===== config.mk =====
export PLATFORM = sky130hd
export DESIGN_NAME = mmcm_lock_ctrl_flat
export DESIGN_NICKNAME = d
export VERILOG_FILES = /design/src/rtl/mmcm_lock_ctrl_if.sv /design/src/rtl/mmcm_lock_ctrl.sv /design/src/flat_wrapper.sv
export SDC_FILE = /design/constraint.sdc
export NUM_CORES = 1
export LEC_CHECK = 0
export CAP_MARGIN = 40
export CORE_MARGIN = 2
export CORE_UTILIZATION = 40
export CTS_CLUSTER_SIZE = 12
export DETAILED_ROUTE_END_ITERATION = 10
export HOLD_SLACK_MARGIN = 0.1
export MAX_ROUTING_LAYER = met4
export PLACE_DENSITY_LB_ADDON = 0.2
export SKIP_LAST_GASP = 1
export SLEW_MARGIN = 25
export SYNTH_ARGS = -nofsm -noshare
export SYNTH_HDL_FRONTEND = slang
export SYNTH_SLANG_ARGS = --single-unit

===== constraint.sdc =====
create_clock -name clk_in1 -period 4.4 [get_ports clk_in1]
set_input_delay 1.1 -clock clk_in1 [delete_from_list [all_inputs] [get_ports clk_in1]]
set_output_delay 1.1 -clock clk_in1 [all_outputs]
set_load 0.03 [all_outputs]

===== src/rtl/mmcm_lock_ctrl_if.sv =====
`default_nettype none
// +----------------------------------------------------------------------------+
// | Module   : mmcm_lock_ctrl_if                                                |
// | Brief    : Clock wizard control/status and system reset bundle.             |
// | Revision : 1.0                                                              |
// +----------------------------------------------------------------------------+
interface mmcm_lock_ctrl_if;
    logic       locked;
    logic       soft_rst;
    logic       mmcm_rst;
    logic       sys_rst_n;
    logic       clk_ok;
    logic       fail;
    logic [3:0] retry_cnt;

    modport master (
        input  locked,
        input  soft_rst,
        output mmcm_rst,
        output sys_rst_n,
        output clk_ok,
        output fail,
        output retry_cnt
    );

    modport slave (
        output locked,
        output soft_rst,
        input  mmcm_rst,
        input  sys_rst_n,
        input  clk_ok,
        input  fail,
        input  retry_cnt
    );
endinterface
`default_nettype wire


===== src/rtl/mmcm_lock_ctrl.sv =====
`default_nettype none
// +----------------------------------------------------------------------------+
// | Module   : mmcm_lock_ctrl                                                   |
// | Brief    : Pulses MMCM reset, qualifies lock with timeout/retry, then       |
// |            releases the downstream system reset.                           |
// | Revision : 1.0                                                              |
// +----------------------------------------------------------------------------+
module mmcm_lock_ctrl #(
    parameter int RST_PULSE_CYC    = 16,
    parameter int LOCK_TIMEOUT_CYC = 65535,
    parameter int LOCK_STABLE_CYC  = 1024,
    parameter int MAX_RETRY        = 3
) (
    input  wire logic        clk_in1,
    input  wire logic        reset,
    mmcm_lock_ctrl_if.master ctrl
);

    localparam int c_CNT_MAX_A = (RST_PULSE_CYC > LOCK_TIMEOUT_CYC) ? RST_PULSE_CYC : LOCK_TIMEOUT_CYC;
    localparam int c_CNT_MAX   = (c_CNT_MAX_A > LOCK_STABLE_CYC) ? c_CNT_MAX_A : LOCK_STABLE_CYC;
    localparam int c_CNT_W     = $clog2(c_CNT_MAX + 1);

    localparam logic [c_CNT_W-1:0] c_PULSE_LAST   = c_CNT_W'(RST_PULSE_CYC - 1);
    localparam logic [c_CNT_W-1:0] c_TIMEOUT_LAST = c_CNT_W'(LOCK_TIMEOUT_CYC - 1);
    localparam logic [c_CNT_W-1:0] c_STABLE_LAST  = c_CNT_W'(LOCK_STABLE_CYC - 1);
    localparam logic [c_CNT_W-1:0] c_CNT_ONE      = c_CNT_W'(1);
    localparam logic [3:0]         c_MAX_RETRY    = 4'(MAX_RETRY);
    localparam logic [3:0]         c_RETRY_SAT    = 4'd15;

    localparam logic [2:0] c_ST_PLL_RST   = 3'd0;
    localparam logic [2:0] c_ST_WAIT_LOCK = 3'd1;
    localparam logic [2:0] c_ST_STABLE    = 3'd2;
    localparam logic [2:0] c_ST_RUN       = 3'd3;
    localparam logic [2:0] c_ST_FAIL      = 3'd4;

    logic               r_locked_meta;
    logic               r_locked_s;
    logic [2:0]         r_state;
    logic [2:0]         w_state_nxt;
    logic [c_CNT_W-1:0] r_cnt;
    logic [c_CNT_W-1:0] w_cnt_nxt;
    logic [3:0]         r_retry_cnt;
    logic [3:0]         w_retry_nxt;
    logic [3:0]         w_retry_inc;
    logic               r_mmcm_rst;
    logic               r_sys_rst_n;
    logic               r_clk_ok;
    logic               r_fail;
    logic               w_mmcm_rst_nxt;
    logic               w_run_nxt;
    logic               w_fail_nxt;

    assign w_retry_inc = (r_retry_cnt == c_RETRY_SAT) ? c_RETRY_SAT : (r_retry_cnt + 4'd1);

    // State register, lock synchronizer and registered outputs.
    always_ff @(posedge clk_in1 or negedge reset) begin
        if (!reset) begin
            r_locked_meta <= 1'b0;
            r_locked_s    <= 1'b0;
            r_state       <= c_ST_PLL_RST;
            r_cnt         <= '0;
            r_retry_cnt   <= 4'd0;
            r_mmcm_rst    <= 1'b1;
            r_sys_rst_n   <= 1'b0;
            r_clk_ok      <= 1'b0;
            r_fail        <= 1'b0;
        end else begin
            r_locked_meta <= ctrl.locked;
            r_locked_s    <= r_locked_meta;
            r_state       <= w_state_nxt;
            r_cnt         <= w_cnt_nxt;
            r_retry_cnt   <= w_retry_nxt;
            r_mmcm_rst    <= w_mmcm_rst_nxt;
            r_sys_rst_n   <= w_run_nxt;
            r_clk_ok      <= w_run_nxt;
            r_fail        <= w_fail_nxt;
        end
    end

    // Next-state logic; soft_rst overrides every transition.
    always_comb begin
        w_state_nxt = r_state;
        w_cnt_nxt   = r_cnt + c_CNT_ONE;
        w_retry_nxt = r_retry_cnt;
        if (ctrl.soft_rst) begin
            w_state_nxt = c_ST_PLL_RST;
            w_retry_nxt = 4'd0;
        end else begin
            case (r_state)
                c_ST_PLL_RST: begin
                    if (r_cnt == c_PULSE_LAST) begin
                        w_state_nxt = c_ST_WAIT_LOCK;
                    end
                end
                c_ST_WAIT_LOCK: begin
                    if (r_locked_s) begin
                        w_state_nxt = c_ST_STABLE;
                    end else if (r_cnt == c_TIMEOUT_LAST) begin
                        w_retry_nxt = w_retry_inc;
                        w_state_nxt = (w_retry_inc > c_MAX_RETRY) ? c_ST_FAIL : c_ST_PLL_RST;
                    end
                end
                c_ST_STABLE: begin
                    if (!r_locked_s) begin
                        w_state_nxt = c_ST_WAIT_LOCK;
                    end else if (r_cnt == c_STABLE_LAST) begin
                        w_state_nxt = c_ST_RUN;
                        w_retry_nxt = 4'd0;
                    end
                end
                c_ST_RUN: begin
                    w_cnt_nxt = '0;
                    if (!r_locked_s) begin
                        w_state_nxt = c_ST_PLL_RST;
                    end
                end
                c_ST_FAIL: begin
                    w_cnt_nxt = '0;
                end
                default: begin
                    w_state_nxt = c_ST_PLL_RST;
                end
            endcase
        end
        // Held soft_rst also pins the count so the pulse is timed from its release.
        if (ctrl.soft_rst || (w_state_nxt != r_state)) begin
            w_cnt_nxt = '0;
        end
    end

    // Outputs follow the state being entered on this edge.
    always_comb begin
        w_mmcm_rst_nxt = (w_state_nxt == c_ST_PLL_RST);
        w_run_nxt      = (w_state_nxt == c_ST_RUN);
        w_fail_nxt     = (w_state_nxt == c_ST_FAIL);
    end

    assign ctrl.mmcm_rst  = r_mmcm_rst;
    assign ctrl.sys_rst_n = r_sys_rst_n;
    assign ctrl.clk_ok    = r_clk_ok;
    assign ctrl.fail      = r_fail;
    assign ctrl.retry_cnt = r_retry_cnt;

endmodule
`default_nettype wire


===== src/flat_wrapper.sv =====
// flat-port wrapper written by rule: the top's interface ports become plain ports
module mmcm_lock_ctrl_flat 
#(
    parameter int RST_PULSE_CYC    = 16,
    parameter int LOCK_TIMEOUT_CYC = 65535,
    parameter int LOCK_STABLE_CYC  = 1024,
    parameter int MAX_RETRY        = 3
)
  (clk_in1, reset, ctrl_locked, ctrl_soft_rst, ctrl_mmcm_rst, ctrl_sys_rst_n, ctrl_clk_ok, ctrl_fail, ctrl_retry_cnt);
  mmcm_lock_ctrl_if ctrl_i ();
  input  wire logic clk_in1;
  input  wire logic reset;
  input wire logic [$bits(ctrl_i.locked)-1:0] ctrl_locked;
  input wire logic [$bits(ctrl_i.soft_rst)-1:0] ctrl_soft_rst;
  output wire logic [$bits(ctrl_i.mmcm_rst)-1:0] ctrl_mmcm_rst;
  output wire logic [$bits(ctrl_i.sys_rst_n)-1:0] ctrl_sys_rst_n;
  output wire logic [$bits(ctrl_i.clk_ok)-1:0] ctrl_clk_ok;
  output wire logic [$bits(ctrl_i.fail)-1:0] ctrl_fail;
  output wire logic [$bits(ctrl_i.retry_cnt)-1:0] ctrl_retry_cnt;
  assign ctrl_i.locked = ctrl_locked;
  assign ctrl_i.soft_rst = ctrl_soft_rst;
  assign ctrl_mmcm_rst = ctrl_i.mmcm_rst;
  assign ctrl_sys_rst_n = ctrl_i.sys_rst_n;
  assign ctrl_clk_ok = ctrl_i.clk_ok;
  assign ctrl_fail = ctrl_i.fail;
  assign ctrl_retry_cnt = ctrl_i.retry_cnt;
  mmcm_lock_ctrl #(.RST_PULSE_CYC(RST_PULSE_CYC), .LOCK_TIMEOUT_CYC(LOCK_TIMEOUT_CYC), .LOCK_STABLE_CYC(LOCK_STABLE_CYC), .MAX_RETRY(MAX_RETRY)) u_core (.clk_in1(clk_in1), .reset(reset), .ctrl(ctrl_i));
endmodule

Word level (Yosys, flattened, before mapping)
Cells that the tools add are included.

word-level totals
  register bits after elaboration = 28
  bits of input ports = 4

operators by class
  $add $sub $neg = 2
  mux-type cells = 19
  reductions and logical operators = 6
  equal/unequal tests = 15
  $lt $le $gt $ge = 1

operators with widths
  kind                                                            count
  2-to-1 mux 16 bit                                               3
  2-to-1 mux 3 bit                                                8
  2-to-1 mux 4 bit                                                6
  adder 16 x 1 -> 16 bit (second input constant)                  1
  == test 16 x 10 -> 1 bit (second input constant)                1
  == test 16 bit (second input constant)                          1
  == test 16 x 4 -> 1 bit (second input constant)                 1
  one-hot mux 3 bit (5 select lines)                              1
  == test 3 x 2 -> 1 bit (second input constant)                  3
  != test 3 x 2 -> 1 bit (second input constant)                  3
  one-hot mux 4 bit (2 select lines)                              1
  == test 3 bit (second input constant)                           2
  logical NOT 3 bit                                               2
  AND reduction 5 bit                                             1
  adder 4 x 1 -> 4 bit (second input constant)                    1
  == test 4 bit (second input constant)                           1
  greater-than comparator 4 x 2 -> 1 bit (second input constant)  1
  == test 3 x 1 -> 1 bit (second input constant)                  1
  != test 3 bit                                                   1
  != test 3 bit (second input constant)                           1
  nonzero test 3 bit                                              1
  OR reduction 2 bit                                              1
  logical OR 1 bit                                                1

Depth between registers and ports, before layout
  word-level depth = 11
  gate-level depth with buffers = 8
  depth with buffers taken out = 7

Worst setup path before layout
OpenSTA, ideal clock, no wires.

  path type = input to register
  start point = input port ctrl_soft_rst
  end point = register u_core.r_cnt[10]
  setup slack = 2.143 ns
  setup time = 0.119 ns
  cell stages on the path = 5
  arrival time = 2.138 ns
  path through = nor2_1 > o2111ai_2 > a31oi_4 > buf_6 > nor2_2

between the ends
  cells in the longest elaborated chain, start to end = 4

RTL lines
  what                      RTL line               text
  start: declaration        flat_wrapper.sv:14     input wire logic [$bits(ctrl_i.soft_rst)-1:0] ctrl_soft_rst;
  2-to-1 mux 3 bit          mmcm_lock_ctrl.sv:85   if (ctrl.soft_rst) begin
  != test 3 bit             mmcm_lock_ctrl.sv:126  if (ctrl.soft_rst || (w_state_nxt != r_state)) begin
  logical OR 1 bit          mmcm_lock_ctrl.sv:126
  2-to-1 mux 16 bit *       mmcm_lock_ctrl.sv:126
  net u_core.w_cnt_nxt[10]  mmcm_lock_ctrl.sv:41   logic [c_CNT_W-1:0] w_cnt_nxt;
  end signal: assignment    mmcm_lock_ctrl.sv:71   r_cnt <= w_cnt_nxt;
  end: declaration          mmcm_lock_ctrl.sv:40   logic [c_CNT_W-1:0] r_cnt;

The timed path passes the listed nets; every way through them passes the cells marked *.
A chain may end at the register's enable or synchronous reset.

Final worst setup path
  start point = input port ctrl_soft_rst
  end point = register u_core.r_cnt[5]

Same word-level chain as after synthesis.

==> results.sh <==
export IMPL_rows=22
export IMPL_setup_worst_path_start="ctrl_soft_rst"
export IMPL_vias_per_cell=5.33
export IMPL_p_clk_frac=0.417
export IMPL_ctsHoldBuffers=0
export IMPL_yosys_area_top_type_share=0.444
export IMPL_path_clk_slew_ps=100
export IMPL_status="finished, final reports clean"
export IMPL_avgSynthCellArea_sq_um=9.94
export IMPL_synth_edf_count=0
export IMPL_slew_headroom=0.590
export IMPL_grt_max_degree=29
export IMPL_grt_pass1_vias=1105
export IMPL_required_ps=4550
export IMPL_numClockSinks=28
export IMPL_finalSetupViolations=0
export IMPL_slew_violations=0
export IMPL_p_sw_frac=0.206
export IMPL_drive_above_1_share=0.152
export IMPL_fp_dieW_um=65.7
export IMPL_crit_type="input port to flop"
export IMPL_rr_worst_depth=5
export IMPL_drc=0
export IMPL_dr_pass1_iters=4
export IMPL_place_congestion=0.806
export IMPL_yosysWarningCount=0
export IMPL_p_seq_frac=0.538
export IMPL_yosysTopAreaCell="dfrtp_1"
export IMPL_postSynthCellCount=153
export IMPL_synth_flop_cell="dfrtp_1"
export IMPL_power_density_nw_per_um2=283
export IMPL_die_y_um=65.7
export IMPL_synth_seq_cells=28
export IMPL_port_buffers=11
export IMPL_htree_levels=1
export IMPL_ir_drop_mv=0.122
export IMPL_pwr_share_comb=0.045
export IMPL_num_vias=1130
export IMPL_grt_pass1_wl_um=5130
export IMPL_wl_per_cell_um=13.9
export IMPL_reg2reg_to="u_core.r_cnt[5]"
export IMPL_post_cts_setup_buffers=0
export IMPL_worstPathMaxFanout=16
export IMPL_ys_seq_area_frac=0.462
export IMPL_intPower_w=0.000390
export IMPL_antenna_found_initial=0
export IMPL_fmax_ghz=0.344
export IMPL_drt_wl_total_um=2950
export IMPL_finalSetupTns_ps=0
export IMPL_critPathLaunchType="input port"
export IMPL_io_pins=12
export IMPL_postCtsResizedCells=0
export IMPL_root_buffer="clkbuf_8"
export IMPL_end_kind="flop"
export IMPL_hold_path_class="flop to flop"
export IMPL_place_hpwl_um=2120
export IMPL_rsz0062_at_grt="false"
export IMPL_period_needed_ps=2910
export IMPL_regToRegSetupSlack_ps=2170
export IMPL_r2r_start="u_core.r_cnt[12]"
export IMPL_setup_ws_ps=1490
export IMPL_cts_tree="yes"
export IMPL_ant_nets=0
export IMPL_antenna_cells=0
export IMPL_stdcell_count=212
export IMPL_drt_iter0_markers=96
export IMPL_dp_cells=208
export IMPL_skew_ps=10.4
export IMPL_synth_distinct_cells=46
export IMPL_post_route_period_util=0.661
export IMPL_pre_cts_slack_ps=1170
export IMPL_nets=172
export IMPL_async_reset_ff_frac=1.00
export IMPL_grt_total_usage=0.158
export IMPL_grt_ovfl_total=0
export IMPL_start_util=0.415
export IMPL_cap_viol_max_count=0
export IMPL_tightest_slew_ps=615
export IMPL_insertion_delay_ps=280
export IMPL_final_common_cell="dfrtp_1"
export IMPL_die_area_sq_um=4310
export IMPL_core_area_sq_um=3660
export IMPL_netlist_area_sq_um=1520
export IMPL_critPathArrivalTime_ps=3060
export IMPL_p_leak_nw=0.681
export IMPL_area_growth_pct=14.3
export IMPL_synth_fp_nets=160
export IMPL_netlist_top_cells_area="dfrtp_1, xnor2_1, nor2_1"
export IMPL_switchingPower_w=0.000101
export IMPL_hold_path_startpoint="u_core.r_locked_meta"
export IMPL_clk_path_buf_depth=2
export IMPL_p_total_w=0.000492
export IMPL_cts_buffers=3
export IMPL_crit_end="u_core.r_cnt[5]"
export IMPL_final_cell_mix="dfrtp_1, nor2_1, nand2_1, nand3_1, clkdlybuf4s50_1"
export IMPL_finalHoldViolCount=0
cell families after synthesis:
kind of cell,synth area share
xor+xnor,0.0864
fa+ha+maj,0.0247
buf+inv,0.0329
flops,0.462
simple gates,0.276
compound gates,0.119
flip-flops by register name (all words and copies together), names as in the netlist:
signal                 flops
u_core.r_cnt              16
u_core.r_state             3
u_core.ctrl.retry_cnt      4
u_core.r_locked_s          1
u_core.ctrl.sys_rst_n      1
u_core.ctrl.fail           1
u_core.ctrl.mmcm_rst       1
u_core.r_locked_meta       1
area by class of cell:
cell class	instances	area (sq um)
Fill cell	353	1920
Multi-Input combinational cell	115	768
Sequential cell	28	702
Timing Repair Buffer	12	118
Tap cell	48	60.1
Clock buffer	3	41.3
Clock inverter	1	30.0
Inverter	5	18.8
cell usage after synthesis, types with 2 or more instances:
library cell   n
clkbuf_1       2
nand2_1       11
nor2_1        17
inv_1          5
nor2_2        10
o21ai_1        2
nand4_1        5
and4_1         2
a21oi_1        4
and3_1         2
o21ai_0        2
xor2_1         6
ha_1           3
dfrtp_1       27
or4_1          2
xnor2_1        9
nor3_1         4
nor4_1         2
nand3_1       11
critical path: stages:
cell	delay, ps
clkdlybuf4s50_1	540
nor2_1	460
o2111ai_2	250
a31oi_4	580
nor2_1	120
worst min path at each step:
stage               cells after the start                 to
floorplan                               0  u_core.r_locked_s
global placement                        0  u_core.r_locked_s
detailed placement                      0  u_core.r_locked_s
CTS                                     0  u_core.r_locked_s
global route                            0  u_core.r_locked_s
finish                                  0  u_core.r_locked_s
layer usage:
metal	wire length [um]	GRT usage	part of all wire
met5	0	-	0
met4	34	0.0547	0.012
met3	88	0.0308	0.030
met2	1430	0.245	0.48
met1	1400	0.206	0.47
power by group through the flow:
| stage | sequential, W | clock (W) | combinational, W |
|---|---|---|---|
| 6_report | 0.000264 | 0.000205 | 0.0000222 |
| 5_1_grt | 0.000265 | 0.000219 | 0.0000254 |
| 4_1_cts | 0.000265 | 0.000207 | 0.0000231 |
| 3_5_place_dp | 0.000270 | 0 | 0.0000230 |
| 3_3_place_gp | 0.000269 | 0 | 0.0000223 |
| 2_1_floorplan | 0.000269 | 0 | 0.0000119 |
metrics by stage:
| stage | hold WS (ps) | util | instance area [sq um] |
|---|---|---|---|
| 5_1_grt | 369 | 0.475 | 1740 |
| 2_1_floorplan | 331 | - | 1520 |
| 6_report | 360 | 0.475 | 1740 |
| 3_3_place_gp | 333 | 0.455 | 1670 |
| 4_1_cts | 364 | 0.475 | 1740 |
| 3_5_place_dp | 341 | 0.455 | 1670 |
No activity file was read; power rests on OpenSTA's default activity.
